### src/rtl/ps2_pkg.sv
// Shared definitions for the PS/2 keyboard device: receiver FSM encoding,
// clock filter length and kbd_out bit positions.
package ps2_pkg;

  typedef enum logic [1:0] {
    ST_IDLE   = 2'd0,
    ST_DATA   = 2'd1,
    ST_PARITY = 2'd2,
    ST_STOP   = 2'd3
  } ps2_state_e;

  // Consecutive equal samples needed before the filtered ps2_clk changes
  localparam int unsigned FILT_LEN = 8;

  // kbd_out field positions
  localparam int unsigned KO_NE      = 31;
  localparam int unsigned KO_OVF     = 30;
  localparam int unsigned KO_FERR    = 29;
  localparam int unsigned KO_PERR    = 28;
  localparam int unsigned KO_OCC_MSB = 27;
  localparam int unsigned KO_OCC_LSB = 23;
  localparam int unsigned KO_DAT_MSB = 7;

endpackage

### src/rtl/ps2_fifo.sv
// Scancode FIFO: power-of-two depth, simultaneous push/pop, zero head when empty.
module ps2_fifo #(
  parameter int unsigned DEPTH = 8
) (
  input  logic       clk,
  input  logic       rst,
  input  logic       push_i,
  input  logic       pop_i,
  input  logic [7:0] din_i,
  output logic       full_o,
  output logic       empty_o,
  output logic [4:0] count_o,
  output logic [7:0] head_o
);

  localparam int unsigned AW = $clog2(DEPTH);

  logic [7:0]    mem_q [DEPTH];
  logic [AW-1:0] wr_ptr_q, wr_ptr_d;
  logic [AW-1:0] rd_ptr_q, rd_ptr_d;
  logic [4:0]    count_q, count_d;
  logic          push_ok, pop_ok;

  assign full_o  = (count_q == 5'(DEPTH));
  assign empty_o = (count_q == '0);
  assign count_o = count_q;
  assign head_o  = empty_o ? '0 : mem_q[rd_ptr_q];

  // A pop frees a slot in the same cycle, so a push to a full FIFO is accepted then
  assign push_ok = push_i & (~full_o | pop_i);
  assign pop_ok  = pop_i & ~empty_o;

  // Pointer and occupancy next state
  always_comb begin
    wr_ptr_d = wr_ptr_q;
    rd_ptr_d = rd_ptr_q;
    count_d  = count_q;
    if (push_ok) wr_ptr_d = wr_ptr_q + AW'(1);
    if (pop_ok)  rd_ptr_d = rd_ptr_q + AW'(1);
    unique case ({push_ok, pop_ok})
      2'b10:   count_d = count_q + 5'd1;
      2'b01:   count_d = count_q - 5'd1;
      default: count_d = count_q;
    endcase
  end

  // Pointer and occupancy registers
  always_ff @(posedge clk or negedge rst) begin
    if (!rst) begin
      wr_ptr_q <= '0;
      rd_ptr_q <= '0;
      count_q  <= '0;
    end else begin
      wr_ptr_q <= wr_ptr_d;
      rd_ptr_q <= rd_ptr_d;
      count_q  <= count_d;
    end
  end

  // Storage write; contents are masked by empty_o so no reset is needed
  always_ff @(posedge clk) begin
    if (push_ok) mem_q[wr_ptr_q] <= din_i;
  end

endmodule

### src/rtl/ps2_kbd_dev_io.sv
// PS/2 keyboard receiver with scancode FIFO and bus status/data word.
// Optional odd-parity checking is enabled by defining PS2_PARITY_CHECK_EN.
module ps2_kbd_dev_io
  import ps2_pkg::*;
#(
  parameter int unsigned FIFO_DEPTH     = 8,
  parameter int unsigned TIMEOUT_CYCLES = 50000
) (
  input  logic        clk,
  input  logic        rst,
  input  logic        ps2_clk,
  input  logic        ps2_data,
  input  logic        kbd_rd,
  input  logic        kbd_clr,
  output logic [31:0] kbd_out,
  output logic        kbd_int
);

  localparam int unsigned FCW = $clog2(FILT_LEN);
  localparam int unsigned TW  = $clog2(TIMEOUT_CYCLES + 1);

  logic           clk_s1_q, clk_s2_q, dat_s1_q, dat_s2_q;
  logic           filt_q, filt_d;
  logic [FCW-1:0] fcnt_q, fcnt_d;
  logic           fall;

  ps2_state_e     state_q, state_d;
  logic [7:0]     shift_q, shift_d;
  logic [2:0]     bcnt_q, bcnt_d;
  logic [TW-1:0]  tmo_q, tmo_d;
  logic           tmo_hit;

  logic           push, ferr_evt, ovf_evt, pop;
  logic           rd_q;
  logic           ovf_q, ovf_d, ferr_q, ferr_d;
  logic           perr_bit;

  logic           f_full, f_empty;
  logic [4:0]     f_count;
  logic [7:0]     f_head;

`ifdef PS2_PARITY_CHECK_EN
  logic           par_q, par_d;
  logic           perr_evt;
  logic           perr_q, perr_d;
`endif

  // Input synchronizers and ps2_clk glitch filter
  always_ff @(posedge clk or negedge rst) begin
    if (!rst) begin
      clk_s1_q <= 1'b1;
      clk_s2_q <= 1'b1;
      dat_s1_q <= 1'b1;
      dat_s2_q <= 1'b1;
      filt_q   <= 1'b1;
      fcnt_q   <= '0;
    end else begin
      clk_s1_q <= ps2_clk;
      clk_s2_q <= clk_s1_q;
      dat_s1_q <= ps2_data;
      dat_s2_q <= dat_s1_q;
      filt_q   <= filt_d;
      fcnt_q   <= fcnt_d;
    end
  end

  // Filter flips after FILT_LEN consecutive samples disagreeing with it
  always_comb begin
    filt_d = filt_q;
    fcnt_d = '0;
    if (clk_s2_q != filt_q) begin
      if (fcnt_q == FCW'(FILT_LEN - 1)) filt_d = clk_s2_q;
      else                              fcnt_d = fcnt_q + FCW'(1);
    end
  end

  assign fall    = filt_q & ~filt_d;
  assign tmo_hit = (state_q != ST_IDLE) && (tmo_q == TW'(TIMEOUT_CYCLES - 1));

  // FSM state register
  always_ff @(posedge clk or negedge rst) begin
    if (!rst) state_q <= ST_IDLE;
    else      state_q <= state_d;
  end

  // FSM next state: one transition per filtered falling edge, timeout aborts
  always_comb begin
    state_d = state_q;
    if (fall) begin
      unique case (state_q)
        ST_IDLE:   if (!dat_s2_q) state_d = ST_DATA;
        ST_DATA:   if (bcnt_q == 3'd7) state_d = ST_PARITY;
        ST_PARITY: state_d = ST_STOP;
        ST_STOP:   state_d = ST_IDLE;
        default:   state_d = ST_IDLE;
      endcase
    end else if (tmo_hit) begin
      state_d = ST_IDLE;
    end
  end

  // FSM outputs: frame verdict on the stop-bit edge
  always_comb begin
    push     = 1'b0;
    ferr_evt = 1'b0;
`ifdef PS2_PARITY_CHECK_EN
    perr_evt = 1'b0;
`endif
    if (state_q == ST_STOP && fall) begin
      if (!dat_s2_q) ferr_evt = 1'b1;
`ifdef PS2_PARITY_CHECK_EN
      else if (~^{shift_q, par_q}) perr_evt = 1'b1;
`endif
      else push = 1'b1;
    end
  end

  // Receive datapath next state: shifter, bit counter, idle timer
  always_comb begin
    shift_d = shift_q;
    bcnt_d  = bcnt_q;
    tmo_d   = (state_q == ST_IDLE || fall) ? '0 : tmo_q + TW'(1);
    if (state_q == ST_IDLE) bcnt_d = '0;
    if (fall && state_q == ST_DATA) begin
      shift_d = {dat_s2_q, shift_q[7:1]};
      bcnt_d  = bcnt_q + 3'd1;
    end
`ifdef PS2_PARITY_CHECK_EN
    par_d = par_q;
    if (fall && state_q == ST_PARITY) par_d = dat_s2_q;
`endif
  end

  // Receive datapath registers
  always_ff @(posedge clk or negedge rst) begin
    if (!rst) begin
      shift_q <= '0;
      bcnt_q  <= '0;
      tmo_q   <= '0;
`ifdef PS2_PARITY_CHECK_EN
      par_q   <= 1'b0;
`endif
    end else begin
      shift_q <= shift_d;
      bcnt_q  <= bcnt_d;
      tmo_q   <= tmo_d;
`ifdef PS2_PARITY_CHECK_EN
      par_q   <= par_d;
`endif
    end
  end

  assign pop     = kbd_rd & ~rd_q & ~f_empty;
  assign ovf_evt = push & f_full & ~pop;

  // Sticky flags: a clear loses to an error event in the same cycle
  always_comb begin
    ovf_d  = (ovf_q & ~kbd_clr) | ovf_evt;
    ferr_d = (ferr_q & ~kbd_clr) | ferr_evt;
`ifdef PS2_PARITY_CHECK_EN
    perr_d = (perr_q & ~kbd_clr) | perr_evt;
`endif
  end

  // Flag and read-strobe history registers
  always_ff @(posedge clk or negedge rst) begin
    if (!rst) begin
      rd_q   <= 1'b0;
      ovf_q  <= 1'b0;
      ferr_q <= 1'b0;
`ifdef PS2_PARITY_CHECK_EN
      perr_q <= 1'b0;
`endif
    end else begin
      rd_q   <= kbd_rd;
      ovf_q  <= ovf_d;
      ferr_q <= ferr_d;
`ifdef PS2_PARITY_CHECK_EN
      perr_q <= perr_d;
`endif
    end
  end

`ifdef PS2_PARITY_CHECK_EN
  assign perr_bit = perr_q;
`else
  assign perr_bit = 1'b0;
`endif

  ps2_fifo #(
    .DEPTH (FIFO_DEPTH)
  ) u_fifo (
    .clk     (clk),
    .rst     (rst),
    .push_i  (push),
    .pop_i   (pop),
    .din_i   (shift_q),
    .full_o  (f_full),
    .empty_o (f_empty),
    .count_o (f_count),
    .head_o  (f_head)
  );

  // Bus status/data word
  always_comb begin
    kbd_out                         = '0;
    kbd_out[KO_NE]                  = ~f_empty;
    kbd_out[KO_OVF]                 = ovf_q;
    kbd_out[KO_FERR]                = ferr_q;
    kbd_out[KO_PERR]                = perr_bit;
    kbd_out[KO_OCC_MSB:KO_OCC_LSB]  = f_count;
    kbd_out[KO_DAT_MSB:0]           = f_head;
  end

  assign kbd_int = kbd_out[KO_NE];

endmodule

### config.mk
export PLATFORM = sky130hd
export DESIGN_NAME = ps2_kbd_dev_io
export DESIGN_NICKNAME = d
export VERILOG_FILES = /design/src/rtl/ps2_pkg.sv /design/src/rtl/ps2_fifo.sv /design/src/rtl/ps2_kbd_dev_io.sv
export SDC_FILE = /design/constraint.sdc
export NUM_CORES = 1
export LEC_CHECK = 0
export ABC_AREA = 1
export CORE_MARGIN = 2
export CORE_UTILIZATION = 45
export DETAILED_ROUTE_END_ITERATION = 8
export PLACE_DENSITY = 0.61
export SYNTH_ARGS = -nofsm -noshare
export SYNTH_HDL_FRONTEND = slang
export SYNTH_HIERARCHICAL = 1
export SYNTH_SLANG_ARGS = --single-unit
### constraint.sdc
create_clock -name clk -period 2.83 [get_ports clk]
set_clock_uncertainty 0.15 [all_clocks]
set_input_delay 0.566 -clock clk [delete_from_list [all_inputs] [get_ports clk]]
set_output_delay 0.566 -clock clk [all_outputs]
set_load 0.03 [all_outputs]
Word-level counts from Yosys, hierarchy flattened
Memory sizes are Yosys's and may differ from the RTL's.
Cells that the tools add are included.
{ "classes": {"add_sub_neg": 7, "eq_ne": 12, "n_mux": 20, "bitwise_logic": 18, "reduce_logical": 11} }
{ "ops": {"columns": ["cell", "n"], "rows": [
  ["$add 16x1->16 const B", 1],
  ["$eq 16x16->1 const B", 1],
  ["$mux 16", 1],
  ["$add 3x1->3 const B", 4],
  ["$mux 3", 4],
  ["$pmux 5 s2", 1],
  ["$and 1x1->1", 9],
  ["$mux 1", 8],
  ["$mux 2", 4],
  ["$mux 8", 1],
  ["$pmux 2 s4", 1],
  ["$reduce_bool 2->1", 4],
  ["$eq 2x2->1 const B", 3],
  ["$eq 3x3->1 const B", 2],
  ["$ne 3x3->1 const B", 2],
  ["$not 1->1", 6],
  ["$add 5x1->5 const B", 1],
  ["$eq 5x4->1 const B", 1],
  ["$logic_not 5->1", 1],
  ["$sub 5x1->5 const B", 1],
  ["$eq 2x1->1 const B", 2],
  ["$logic_and 1x1->1", 3],
  ["$or 1x1->1", 3],
  ["$reduce_and 3->1", 1],
  ["3 further kinds", 3]
]} }
{ "totals": {"reg_bits": 51, "ramBits": 64, "input_bits": 6, "out_inout_bits": 33, "word_cells": 85, "n_memories": 1} }
{ "mem_list": {"columns": ["memory", "words", "width", "rd", "rd_ports_with_merged_regs", "wr", "line_no", "text"], "rows": [
  ["u_fifo.mem_q", 8, 8, 1, 0, 1, "ps2_fifo.sv:18", "logic [7:0] mem_q [DEPTH];"]
]} }

Depth between registers and ports, before layout
Gate-level depths: netlist of run 1.
{ "depth": {"depth_word": 10, "depth_mapped": 22, "ltp_nobuf": 21} }

By module
Netlist of run 1, hierarchy kept.
{ "by_module_without_submodules": {"columns": ["module", "n_inst", "cells_per_inst", "area_per_inst_um2", "seq_area_each_um2"], "rows": [
  ["ps2_fifo", 1, 289, 3255.6, 2197.1],
  ["ps2_kbd_dev_io", 1, 245, 2087.0, 1007.2]
]} }

Worst setup path after synthesis of run 1
No wires, ideal clock.
{ "synth_path": {"kind": "register -> register", "from": "reg u_fifo.count_q[1], in the netlist u_fifo/count_o[1]", "to": "reg u_fifo.count_q[4], in the netlist u_fifo/count_o[4]", "setup_ns": 0.117, "arrival_ns": 2.458, "required_time_ns": 2.563, "path_slack_ns": 0.104, "stages_incl_launch_ff": 23, "n_path_buf": 1, "period_less_slack_ns": 2.726, "path_cell_list": "dfrtp_1 -> nor2_2 -> nand3_2 -> inv_1 -> nor2_1 -> nand2_1 -> inv_1 -> inv_1 -> nand2_4 -> nand2_4 -> buf_6 -> ha_1 -> nand2_1 -> inv_1 -> nor2_1 -> ha_1 -> inv_1 -> nand2_1 -> nand3_1 -> nand2_1 -> nand2_1 -> nand3_1 -> nand2_1"} }
{ "synth_between": {"elab_chain_cells": 7, "word_cells_on_any_way": 14, "classes_between": "2 x add/sub; 3 x eq/ne; 1 x mux; 6 x bitwise; 2 x reduce/logical"} }
{ "synth_lines": {"columns": ["item", "line_no", "text"], "rows": [
  ["from (decl)", "ps2_fifo.sv:21", "logic [4:0] count_q, count_d;"],
  ["from (signal assigned)", "ps2_fifo.sv:56", "count_q <= count_d;"],
  ["$logic_not 5->1 *", "ps2_fifo.sv:25", "assign empty_o = (count_q == '0);"],
  ["named net f_empty", "ps2_kbd_dev_io.sv:38", "logic f_full, f_empty;"],
  ["$not 1->1 *", "ps2_kbd_dev_io.sv:153", "assign pop = kbd_rd & ~rd_q & ~f_empty;"],
  ["$and 1x1->1 *", "ps2_kbd_dev_io.sv:153", null],
  ["named net pop", "ps2_kbd_dev_io.sv:33", "logic push, ferr_evt, ovf_evt, pop;"],
  ["$or 1x1->1", "ps2_fifo.sv:30", "assign push_ok = push_i & (~full_o | pop_i);"],
  ["$and 1x1->1", "ps2_fifo.sv:30", null],
  ["$eq 2x1->1 / $eq 2x2->1 (equally long branches)", "ps2_fifo.sv:40", "unique case ({push_ok, pop_ok})"],
  ["$pmux 5 s2 / $reduce_bool 2->1 (equally long branches)", null, null]
]} }
The timed path passes the listed nets; every way through them passes the cells marked *.
A chain may end at the register's enable or synchronous reset.

Final worst setup path of run 1
{ "layout_path": {"from": "reg fcnt_q[0]", "to": "reg u_fifo.count_q[4], in the netlist u_fifo/count_o[4]"} }
{ "layout_between": {"elab_chain_cells": 10, "word_cells_on_any_way": 12, "classes_between": "3 x eq/ne; 4 x mux; 3 x bitwise; 2 x reduce/logical"} }
{ "layout_lines": {"columns": ["item", "line_no", "text"], "rows": [
  ["from (decl)", "ps2_kbd_dev_io.sv:24", "logic [FCW-1:0] fcnt_q, fcnt_d;"],
  ["from (signal assigned)", "ps2_kbd_dev_io.sv:63", "fcnt_q <= fcnt_d;"],
  ["$eq 3x3->1 *", "ps2_kbd_dev_io.sv:72", "if (fcnt_q == FCW'(FILT_LEN - 1)) filt_d = clk_s2_q;"],
  ["$mux 1 *", "ps2_kbd_dev_io.sv:72", null],
  ["$mux 1 *", "ps2_kbd_dev_io.sv:71", "if (clk_s2_q != filt_q) begin"],
  ["$not 1->1 *", "ps2_kbd_dev_io.sv:77", "assign fall = filt_q & ~filt_d;"],
  ["$and 1x1->1 *", "ps2_kbd_dev_io.sv:77", null],
  ["$logic_and 1x1->1 *", "ps2_kbd_dev_io.sv:109", "if (state_q == ST_STOP && fall) begin"],
  ["$mux 1 *", "ps2_kbd_dev_io.sv:109", null],
  ["named net push", "ps2_kbd_dev_io.sv:33", null],
  ["$and 1x1->1 *", "ps2_fifo.sv:30", null],
  ["$eq 2x1->1 / $eq 2x2->1 (equally long branches)", "ps2_fifo.sv:40", null],
  ["$pmux 5 s2 / $reduce_bool 2->1 (equally long branches)", null, null]
]} }
Marks and branches as above.

==> run metrics, run 1 <==
input/output buffers=22; site row count=39; DR DRC count=1; number of distinct library cell variants in the gate-level netlist after synthesis=37; clock sink count=approximately 120; Area Growth Syn to Fin=18.52%; unrepaired setup endpoints after global routing=no; number of max-slew violations in the final report=0; synthesized instance count=534; max-capacitance violation count=0; average via count per standard cell=4.958; period utilisation layout=93.05%; setup total negative slack=0 ns; Comb power frac=a little under a third; global-route wire length before repair=17.82 mm; post-synthesis instance area=5343 um^2; sequential cell area fraction in the yosys report=about three fifths; # placed instances=704; Die ar.=12760 um^2; TritonCTS clock tree=yes; Critical Path AT=2.79 ns; via count of the first global-routing pass=around 3600; number of buffers inserted by post-CTS setup repair=0; run status=complete, but fails checks; non-filler instance count after layout=737; Final Wtd Congestion=about 0.86; CTS HTree Levels=4; die extent in y=113.0 um; Ports=39; starting density of the core=46.39%; worst setup slack before clock tree synthesis=-0.009684 ns; mean area per synthesized cell=10.00 um^2; number of nets at the end of the flow=603; Core Footprint=11520 um^2; total overflow reported by the global router=0; number of diodes=0; Total Routed Length=10.62 mm; VDD IR max=0.0003938 V; register area=between 3000 and 4000 um^2; endpoint kind of the worst setup timing path=flop; total number of yosys warnings=6; reported net switching power=between 0.0015 and 0.002 W; count of filler cells inserted in the layout=1005; vias after detailed routing=around 3700; worst reg2reg setup slack=0.20 ns; maximum frequency from static timing analysis=around 0.38 GHz; leakage power total=2.835 nW; Max-Slew Margin vs Limit=64.71%; remaining number of nets flagged by the antenna check after routing=0; clock-pin slew on the worst setup and hold paths=0.05 ns; least setup slack across all paths after layout=0.1966 ns; length of the first detailed-routing pass in iterations=7; Iter 0 DRT Violations=205; worst path required time=2.99 ns; chip width=113.0 um; total setup violations reported at the end of the flow=0; P per Cell Area=914.7 nW/um^2; HPWL Detailed=7.001 mm; slew at the pin closest to its max-slew limit=0.5294 ns; ratio of cells with drive above 1 in the final layout=about 15%; root buffer cell=sky130_fd_sc_hd__clkbuf_16; maximum fanout encountered on the critical timing path=6; Clk network pwr share=35.3%; pin count of the biggest net entering global routing=52; TritonCTS buffer count=17; area used by multi-input combinational logic=1805 um^2; synthesis-stage register bit count=between 100 and 150; wire length per cell after detailed routing=14.40 um; kind of start point of the critical path=flop; Clock Latency Late Sink=0.42 ns; type of the tightest min-delay check=flop to flop; Sequential Power Share=34.0%; overall power consumption=0.005792 W; type of the worst setup path=flop to flop; maximum clock path buffer count=2; internal power summed over all cells=0.003851 W; minimum clock period after layout=between 2 and 3 ns; fraction of power spent switching nets=33.51%; antenna violations before repair=0; violations in the final reports=design-rule violations; GRT Util Overall=18.31%; Fin. Hold Viols=0
## worst paths after layout
kind                                           from                            end  cells after the start
max in group asynchronous                       rst               filt_q$_DFF_PN1_                      3
worst min-delay path             dat_s1_q$_DFF_PN1_             dat_s2_q$_DFF_PN1_                      0
worst max-delay path            fcnt_q[0]$_DFF_PN0_  u_fifo/count_o[4]$_DFFE_PN0P_                     18
worst max register to register  fcnt_q[0]$_DFF_PN0_  u_fifo/count_o[4]$_DFFE_PN0P_                     18
min in group asynchronous                       rst            tmo_q[13]$_DFF_PN0_                      3
worst min register to register   dat_s1_q$_DFF_PN1_             dat_s2_q$_DFF_PN1_                      0
## cells in the final DEF (no fill, tap or decap), types with 3 or more instances in the layout
cell                              synthesis  routed
sky130_fd_sc_hd__conb_1                   1      16
sky130_fd_sc_hd__clkinv_2                 0       4
sky130_fd_sc_hd__nor2_1                  95      95
sky130_fd_sc_hd__nor2_4                   3       3
sky130_fd_sc_hd__xnor2_1                  4       4
sky130_fd_sc_hd__xor2_1                   3       3
sky130_fd_sc_hd__dfrtp_1                 46      46
sky130_fd_sc_hd__nand3_2                  3       3
sky130_fd_sc_hd__a21oi_1                  6       6
sky130_fd_sc_hd__o211ai_1                 8       8
sky130_fd_sc_hd__clkdlybuf4s50_1          0      13
sky130_fd_sc_hd__dlygate4sd2_1            0       3
sky130_fd_sc_hd__nand2_2                  9       9
sky130_fd_sc_hd__nand2_4                  3       3
sky130_fd_sc_hd__clkbuf_16                0      17
sky130_fd_sc_hd__nand4_1                  3       3
sky130_fd_sc_hd__edfxtp_1                64      64
sky130_fd_sc_hd__inv_1                   41      41
sky130_fd_sc_hd__nor2_2                   3       3
sky130_fd_sc_hd__o21ai_0                 30      30
sky130_fd_sc_hd__dfstp_2                  5       5
sky130_fd_sc_hd__buf_4                   20      20
sky130_fd_sc_hd__inv_2                    4       4
sky130_fd_sc_hd__o21ai_1                 16      16
sky130_fd_sc_hd__clkbuf_8                 0       3
sky130_fd_sc_hd__o22ai_1                  9       9
sky130_fd_sc_hd__nand2_1                 93      93
sky130_fd_sc_hd__clkbuf_1                 0       6
sky130_fd_sc_hd__nand3_1                 17      17
sky130_fd_sc_hd__nor3_1                  11      11
sky130_fd_sc_hd__ha_1                    16      15
## critical path, stage by stage (launching register included)
cell,delay [ns]
sky130_fd_sc_hd__dfrtp_1,0.35
sky130_fd_sc_hd__ha_1,0.15
sky130_fd_sc_hd__ha_2,0.24
sky130_fd_sc_hd__nand3_1,0.14
sky130_fd_sc_hd__nor2_1,0.11
sky130_fd_sc_hd__buf_4,0.14
sky130_fd_sc_hd__nand2_4,0.05
sky130_fd_sc_hd__ha_1,0.27
sky130_fd_sc_hd__nand2_1,0.09
sky130_fd_sc_hd__inv_1,0.05
sky130_fd_sc_hd__nor2_1,0.15
sky130_fd_sc_hd__ha_1,0.18
sky130_fd_sc_hd__inv_1,0.04
sky130_fd_sc_hd__nand2_1,0.09
sky130_fd_sc_hd__nand3_1,0.11
sky130_fd_sc_hd__nand2_1,0.07
sky130_fd_sc_hd__nand2_1,0.04
sky130_fd_sc_hd__nand3_1,0.06
sky130_fd_sc_hd__nand2_1,0.05
## logic make-up after synthesis
logic type | count (synthesis) | share of synthesized area [%]
AOI/OAI and AO/OA | 73 | 7.588
xor gates and xnor gates | 7 | 1.148
adders and majority gates | 16 | 3.747
buffers and inverters | 78 | 7.330
DFF | 115 | 59.98
other | 1 | 0.07019
and+or+nand+nor | 244 | 20.14
## synthesized netlist by cell type, drive strengths merged
cell type	instances	area share, %
ha	16	3.7
nor2	101	7.7
nand2	105	8.2
o21bai	2	0.28
edfxtp	64	36
o21ai	46	4.3
nand3b	1	0.14
clkinv	1	0.070
o22ai	9	1.1
nand4	3	0.35
clkbuf	1	0.094
a31oi	1	0.12
a21oi	6	0.56
a211oi	1	0.14
dfrtp	46	22
conb	1	0.070
o211ai	8	1.1
buf	30	3.8
xor2	3	0.49
xnor2	4	0.66
nand3	20	2.2
dfstp	5	2.5
and3	1	0.21
nor3	13	1.4
inv	46	3.3
## layer usage
metal | global-route usage (%) | wire (um) | part of all wire (%) | vias to the layer above
met3 | 6.320 | 427 | 4.0 | 16
li1 | - | - | - | 1837
met2 | 29.88 | 5157 | 49 | 61
met4 | 6.179 | 177 | 1.7 | 0
met1 | 22.96 | 4853 | 46 | 1740
met5 | 0 | 0 | 0 | -
## registers in the layout, summed over array words and instances (netlist names), 2 cells and up
| name | count |
|---|---|
| u_fifo/mem_q | 64 |
| tmo_q | 16 |
| shift_q | 8 |
| u_fifo/count_o | 5 |
| bcnt_q | 3 |
| fcnt_q | 3 |
| u_fifo/rd_ptr_q | 3 |
| u_fifo/wr_ptr_q | 3 |
| state_q | 2 |
## final cells by class
cell class                 instances  share of cell area [%]
sequential                       115                   50.60
multi-input combinational        356                   28.51
clock buffer                      26                   7.726
timing repair buffer              44                   6.204
inverter                          47                   2.865
tap                              143                   2.826
clock inverter                     6                   1.265
## through the flow
step           hold slack, ns  util, %  area [um^2]
2_1_floorplan          0.1204        -         5399
3_3_place_gp           0.1961    50.02         5761
3_5_place_dp           0.1979    50.02         5761
4_1_cts                0.2069    54.99         6332
5_1_grt                0.2065    54.99         6332
6_report               0.2021    54.99         6332
## power groups by stage
stage | clock network [W] | registers, W | logic, W
6_report | 0.00205 | 0.00197 | 0.00178
2_1_floorplan | 0 | 0.00202 | 0.00121
3_5_place_dp | 0 | 0.00200 | 0.00184
4_1_cts | 0.00209 | 0.00197 | 0.00178
3_3_place_gp | 0 | 0.00199 | 0.00181
5_1_grt | 0.00218 | 0.00198 | 0.00197
## timing repair
item                                    CTS  global route
endpoints found under the setup margin    6             6
hold buffers                              1             0
cloned                                    0             0
gates resized for setup                   6             7
hold endpoints to repair                 46             0
Note: power is estimated with default switching activity, not from simulation.
==> inputs of run 2 (changes only) <==
SETUP_SLACK_MARGIN = 0.5   (was unset)
==> run 2 against run 1 <==
The run still ends with design-rule violations left. Sequential power is essentially flat. Critical endpoint is now kbd_out[3]. Global-route usage grew 0.84 points. Utilization grew 3.7 points.
==> run metrics, run 2 (same netlist as run 1, synthesis figures left out) <==
starting density of the core=46.39%; clock sink count=115; root buffer cell=sky130_fd_sc_hd__clkbuf_16; clock-pin slew on the worst setup and hold paths=approximately 0.060 ns; wire length per cell after detailed routing=15.08 um; ratio of cells with drive above 1 in the final layout=24.59%; TritonCTS clock tree=yes; maximum clock path buffer count=2; leakage power total=2.973 nW; Clock Latency Late Sink=0.41 ns; Max-Slew Margin vs Limit=57.14%; P per Cell Area=974.6 nW/um^2; via count of the first global-routing pass=3895; Die ar.=12760 um^2; Critical Path AT=around 1.8 ns; CTS HTree Levels=4; endpoint kind of the worst setup timing path=output port; maximum frequency from static timing analysis=0.3985 GHz; period utilisation layout=88.66%; Core Footprint=11520 um^2; max-capacitance violation count=0; global-route wire length before repair=18.75 mm; final standard cell utilization of the core=58.67%; Fin. Hold Viols=0; Ports=39; most frequent cells in the layout=sky130_fd_sc_hd__nand2_1, sky130_fd_sc_hd__nor2_1, sky130_fd_sc_hd__edfxtp_1; TritonCTS buffer count=17; pin count of the biggest net entering global routing=29; chip width=113.0 um; register name with the most flops=u_fifo/mem_q; slew at the pin closest to its max-slew limit=roughly 0.64 ns; DR DRC count=4; worst reg2reg setup slack=0.48 ns; cell count of the worst reg-to-reg path=14; violations in the final reports=design-rule violations; die extent in y=113.0 um; number of diodes=0; length of the first detailed-routing pass in iterations=6; setup total negative slack=0 ns; number of nets at the end of the flow=623; Iter 0 DRT Violations=240; most common library cell in the layout ignoring fill and taps=sky130_fd_sc_hd__nand2_1; Total Routed Length=11.42 mm; kind of start point of the critical path=flop; total overflow reported by the global router=0; flip-flop count of the largest register after layout=64; input/output buffers=22; worst reg2reg startpoint=filt_q$_DFF_PN1_; total setup violations reported at the end of the flow=0; minimum clock period after layout=~2.5 ns; VDD IR max=0.0003899 V; worst path required time=about 2.1 ns; vias after detailed routing=approximately 3800; site row count=39; HPWL Detailed=7.078 mm; type of the tightest min-delay check=input pin to async pin; worst setup slack before clock tree synthesis=0.1481 ns; maximum fanout encountered on the critical timing path=5; antenna violations before repair=0; run status=complete, but fails checks; unrepaired setup endpoints after global routing=yes; average via count per standard cell=5.003; least setup slack across all paths after layout=0.3208 ns; number of max-slew violations in the final report=0; Final Wtd Congestion=around 0.83; largest registers in the final layout=u_fifo/mem_q (64), tmo_q (16), shift_q (8); remaining number of nets flagged by the antenna check after routing=0; GRT Util Overall=a little under a fifth; r2r endpoint=u_fifo/count_o[4]$_DFFE_PN0P_; type of the worst setup path=flop to output port; Area Growth Syn to Fin=26.46%
-- run 2: cell count changes in the layout (fill, tap and decap cells not counted), moves of 6 or more --
cell                       previous run  this run
sky130_fd_sc_hd__buf_4               20        36
sky130_fd_sc_hd__buf_6                1         7
sky130_fd_sc_hd__clkbuf_1             6         0
sky130_fd_sc_hd__dfrtp_1             46        39
sky130_fd_sc_hd__dfrtp_2              0         7
sky130_fd_sc_hd__nor2_1              95        83
sky130_fd_sc_hd__nor2_2               3        11
sky130_fd_sc_hd__o21ai_0             30        21
-- run 2: per-layer routing --
| metal | routed length [um] | vias up | global-route usage [%] |
|---|---|---|---|
| li1 | - | 1880 | - |
| met1 | 4923 | 1783 | 23.00 |
| met2 | 5633 | 93 | 32.85 |
| met3 | 518 | 31 | 4.178 |
| met4 | 341 | 0 | 9.268 |
| met5 | 0 | - | 0 |
-- run 2: worst max-delay path: stages (launching register included) --
cell,delay [ns]
sky130_fd_sc_hd__dfrtp_2,0.42
sky130_fd_sc_hd__clkinv_4,0.10
sky130_fd_sc_hd__buf_12,0.14
sky130_fd_sc_hd__clkbuf_16,0.15
sky130_fd_sc_hd__o21ai_1,0.12
sky130_fd_sc_hd__o22ai_1,0.09
sky130_fd_sc_hd__nor2_1,0.12
sky130_fd_sc_hd__nor2_1,0.06
sky130_fd_sc_hd__buf_4,0.16
-- run 2: through the flow --
stage                     cell area (um^2)  hold slack (ns)  cells  power [W]
after CTS                             6585          0.04183    750   0.006324
final                                 6756          0.02582    757   0.006585
after floorplan                       5443           0.1204    549   0.003281
after detailed placement              5799           0.1976    705   0.003910
after global placement                5799           0.1963    705   0.003874
after global routing                  6756          0.07842    757   0.006944
-- run 2: worst max path at each step --
stage,to,cells after the start,slack [ns],startpoint
2_1_floorplan,u_fifo/count_o[4]$_DFFE_PN0P_,22,0.39,u_fifo/count_o[0]$_DFFE_PN0P_
3_3_place_gp,u_fifo/count_o[4]$_DFFE_PN0P_,18,0.22,kbd_rd
3_5_place_dp,u_fifo/count_o[4]$_DFFE_PN0P_,18,0.15,kbd_rd
4_1_cts,kbd_out[7],9,0.34,u_fifo/rd_ptr_q[0]$_DFFE_PN0P_
5_1_grt,kbd_out[1],7,0.24,u_fifo/rd_ptr_q[0]$_DFFE_PN0P_
6_report,kbd_out[3],8,0.32,u_fifo/rd_ptr_q[0]$_DFFE_PN0P_
-- run 2: where the power goes --
group / total [W] / internal, W / switching (W)
clock: 0.00222 / 0.00142 / 0.000799
sequential: 0.00198 / 0.00186 / 0.000124
combinational: 0.00239 / 0.00107 / 0.00132
-- run 2: cell type report --
type / instances / area (um^2)
Clock buffer: 18 / 439.2
Clock inverter: 14 / 178.9
Fill cell: 943 / 4760
Inverter: 47 / 188.9
Multi-Input combinational cell: 356 / 1913
Sequential cell: 115 / 3213
Tap cell: 143 / 178.9
Timing Repair Buffer: 64 / 644.4
-- run 2: what timing repair did --
action | in CTS | in global routing
pin swaps | 13 | 16
hold buffers | 0 | 0
resized for setup | 58 | 29
setup endpoints to repair | 12 | 11
buffers inserted | 12 | 4
gates cloned | 1 | 3
==> inputs of run 3 (changes only) <==
--- a/config.mk
+++ b/config.mk
@@ -9,5 +9,5 @@
 export CORE_MARGIN = 2
-export CORE_UTILIZATION = 45
+export CORE_UTILIZATION = 35
 export DETAILED_ROUTE_END_ITERATION = 8
-export PLACE_DENSITY = 0.61
+export PLACE_DENSITY = 0.49
 export SETUP_SLACK_MARGIN = 0.5
--- a/constraint.sdc
+++ b/constraint.sdc
@@ -4,2 +4,2 @@
 set_output_delay 0.566 -clock clk [all_outputs]
-set_load 0.03 [all_outputs]
+set_load 0.1 [all_outputs]
==> run 3 against run 2 <==
The run now ends clean. Clock-buffer cell count rose by 4. Cell area rose by 3.5%. Global-route usage fell by 4.2 points. Sequential power rose by 3%. Hold slack improved by 0.18 ns. Fmax fell by 1.5%. Critical path depth fell by 1. Largest power group unchanged. Routed wire length fell by 0.39%. Register-to-register slack got worse by 0.02 ns. Utilization fell by 12 points.
==> run metrics, run 3 (same netlist as run 1, synthesis figures left out) <==
VDD IR max=0.0004733 V; Final Wtd Congestion=approximately 0.76; clock-pin slew on the worst setup and hold paths=0.05 ns; Max-Slew Margin vs Limit=approximately two thirds; Critical Path AT=between 1.5 and 2 ns; type of the worst setup path=flop to output port; maximum frequency from static timing analysis=0.3926 GHz; via count of the first global-routing pass=3741; kind of start point of the critical path=flop; hold-critical path depth=0; antenna violations before repair=0; total overflow reported by the global router=0; remaining number of nets flagged by the antenna check after routing=0; TritonCTS clock tree=yes; Iter 0 DRT Violations=243; number of max-slew violations in the final report=0; run status=finished clean; final instance area=6995 um^2; Core Footprint=15030 um^2; minimum clock period after layout=2.547 ns; most frequent cells in the layout=sky130_fd_sc_hd__nand2_1, sky130_fd_sc_hd__nor2_1, sky130_fd_sc_hd__edfxtp_1; input/output buffers=22; wire length per cell after detailed routing=around 14 um; final standard cell utilization of the core=about 47%; Clock Latency Late Sink=0.41 ns; CTS HTree Levels=4; Total Routed Length=approximately 11 mm; length of the first detailed-routing pass in iterations=4; largest registers in the final layout=u_fifo/mem_q (64), tmo_q (16), shift_q (8); period utilisation layout=90.01%; maximum clock path buffer count=2; pin count of the biggest net entering global routing=34; HPWL Detailed=approximately 7 mm; non-filler instance count after layout=798; max-capacitance violation count=0; starting density of the core=35.54%; unrepaired setup endpoints after global routing=yes; average via count per standard cell=4.708; r2r endpoint=u_fifo/count_o[4]$_DFFE_PN0P_; vias after detailed routing=3757; setup total negative slack=0 ns; startpoint of the worst hold path=dat_s1_q$_DFF_PN1_; # placed instances=744; leakage power total=3.005 nW; Area after DPL=5951 um^2; endpoint kind of the worst setup timing path=output port; TritonCTS buffer count=17; Area Growth Syn to Fin=30.94%; Ports=39; slew at the pin closest to its max-slew limit=0.5058 ns; maximum fanout encountered on the critical timing path=33; cell count of the worst reg-to-reg path=20; most common library cell in the layout ignoring fill and taps=sky130_fd_sc_hd__nand2_1; flip-flop count of the largest register after layout=64; number of nets at the end of the flow=619; area used by multi-input combinational logic=2064 um^2; Die ar.=about 16000 um^2; global-route wire length before repair=approximately 19 mm; register area=around 3200 um^2; P per Cell Area=1121 nW/um^2; count of filler cells inserted in the layout=1384; GRT Util Overall=14.94%; chip width=127.6 um; total setup violations reported at the end of the flow=0; type of the tightest min-delay check=flop to flop; register name with the most flops=u_fifo/mem_q; worst reg2reg startpoint=u_fifo/count_o[0]$_DFFE_PN0P_; DR DRC count=0; worst path required time=roughly 2.1 ns; clock sink count=115; number of diodes=0; worst reg2reg setup slack=0.46 ns; site row count=45; root buffer cell=sky130_fd_sc_hd__clkbuf_16; Fin. Hold Viols=0; Hold Path End=dat_s2_q$_DFF_PN1_; ratio of cells with drive above 1 in the final layout=28.85%; die extent in y=about 130 um
run 3: cell count changes in the layout (fill, tap and decap cells not counted), sizes merged:
cell,before,now
dlygate4sd2,2,0
clkdlybuf4s50,11,4
dlygate4sd3,0,1
clkbuf,21,24
inv,48,45
bufinv,3,2
buf,48,53
run 3: layout make-up:
class,count,share of cell area [%]
flip-flops and latches,115,46.13
clock buffers,22,6.779
inverters,47,2.915
clock inverters,10,1.538
repair buffers,60,9.766
multi-input cells,356,29.51
well taps,188,3.363
run 3: metal layers:
metal,up-vias,GRT usage [%],routed length [um]
li1,1875,-,-
met3,16,3.853,346
met4,0,6.529,208
met2,58,25.64,5653
met1,1808,17.73,5163
met5,-,0,0
run 3: where the power goes:
part / internal (W) / switching (W) / total [W]
Sequential: 0.00187 / 0.000154 / 0.00203
Clock: 0.00135 / 0.000715 / 0.00207
Combinational: 0.00135 / 0.00240 / 0.00375
run 3: worst max-delay path by stage:
stage,start,end,slack (ns),cells after the start
3_5_place_dp,kbd_rd,u_fifo/count_o[4]$_DFFE_PN0P_,0.17,18
2_1_floorplan,u_fifo/count_o[0]$_DFFE_PN0P_,kbd_out[31],0.20,5
3_3_place_gp,kbd_rd,u_fifo/count_o[4]$_DFFE_PN0P_,0.23,18
4_1_cts,u_fifo/rd_ptr_q[0]$_DFFE_PN0P_,kbd_out[6],0.29,7
5_1_grt,u_fifo/rd_ptr_q[0]$_DFFE_PN0P_,kbd_out[6],0.19,9
6_report,u_fifo/rd_ptr_q[0]$_DFFE_PN0P_,kbd_out[6],0.28,7
run 3: what timing repair did:
item / 4_1_cts / 5_1_grt
setup endpoints to repair: 10 / 12
pin swaps: 16 / 28
hold buffers: 1 / 0
endpoints found under the hold margin: 20 / 0
gates resized for setup: 38 / 28
cloned: 2 / 2
setup buffers: 12 / 5
run 3: critical path, cell delays in order, from the launching register on:
cell and delay [ns]:
sky130_fd_sc_hd__dfrtp_2 0.42, sky130_fd_sc_hd__buf_12 0.15, sky130_fd_sc_hd__inv_16 0.12, sky130_fd_sc_hd__nor2_1 0.05
sky130_fd_sc_hd__o211ai_1 0.22, sky130_fd_sc_hd__nand2_1 0.12, sky130_fd_sc_hd__nor2_4 0.13, sky130_fd_sc_hd__buf_12 0.18
run 3: per-stage QoR:
step | power [W] | worst slack [ns] | hold WS (ns)
CTS | 0.007691 | 0.2872 | 0.2060
global route | 0.008219 | 0.1867 | 0.2070
global placement | 0.005197 | 0.2266 | 0.1959
finish | 0.007845 | 0.2827 | 0.2054
detailed placement | 0.005205 | 0.1740 | 0.1987
floorplan | 0.004359 | 0.2021 | 0.1204
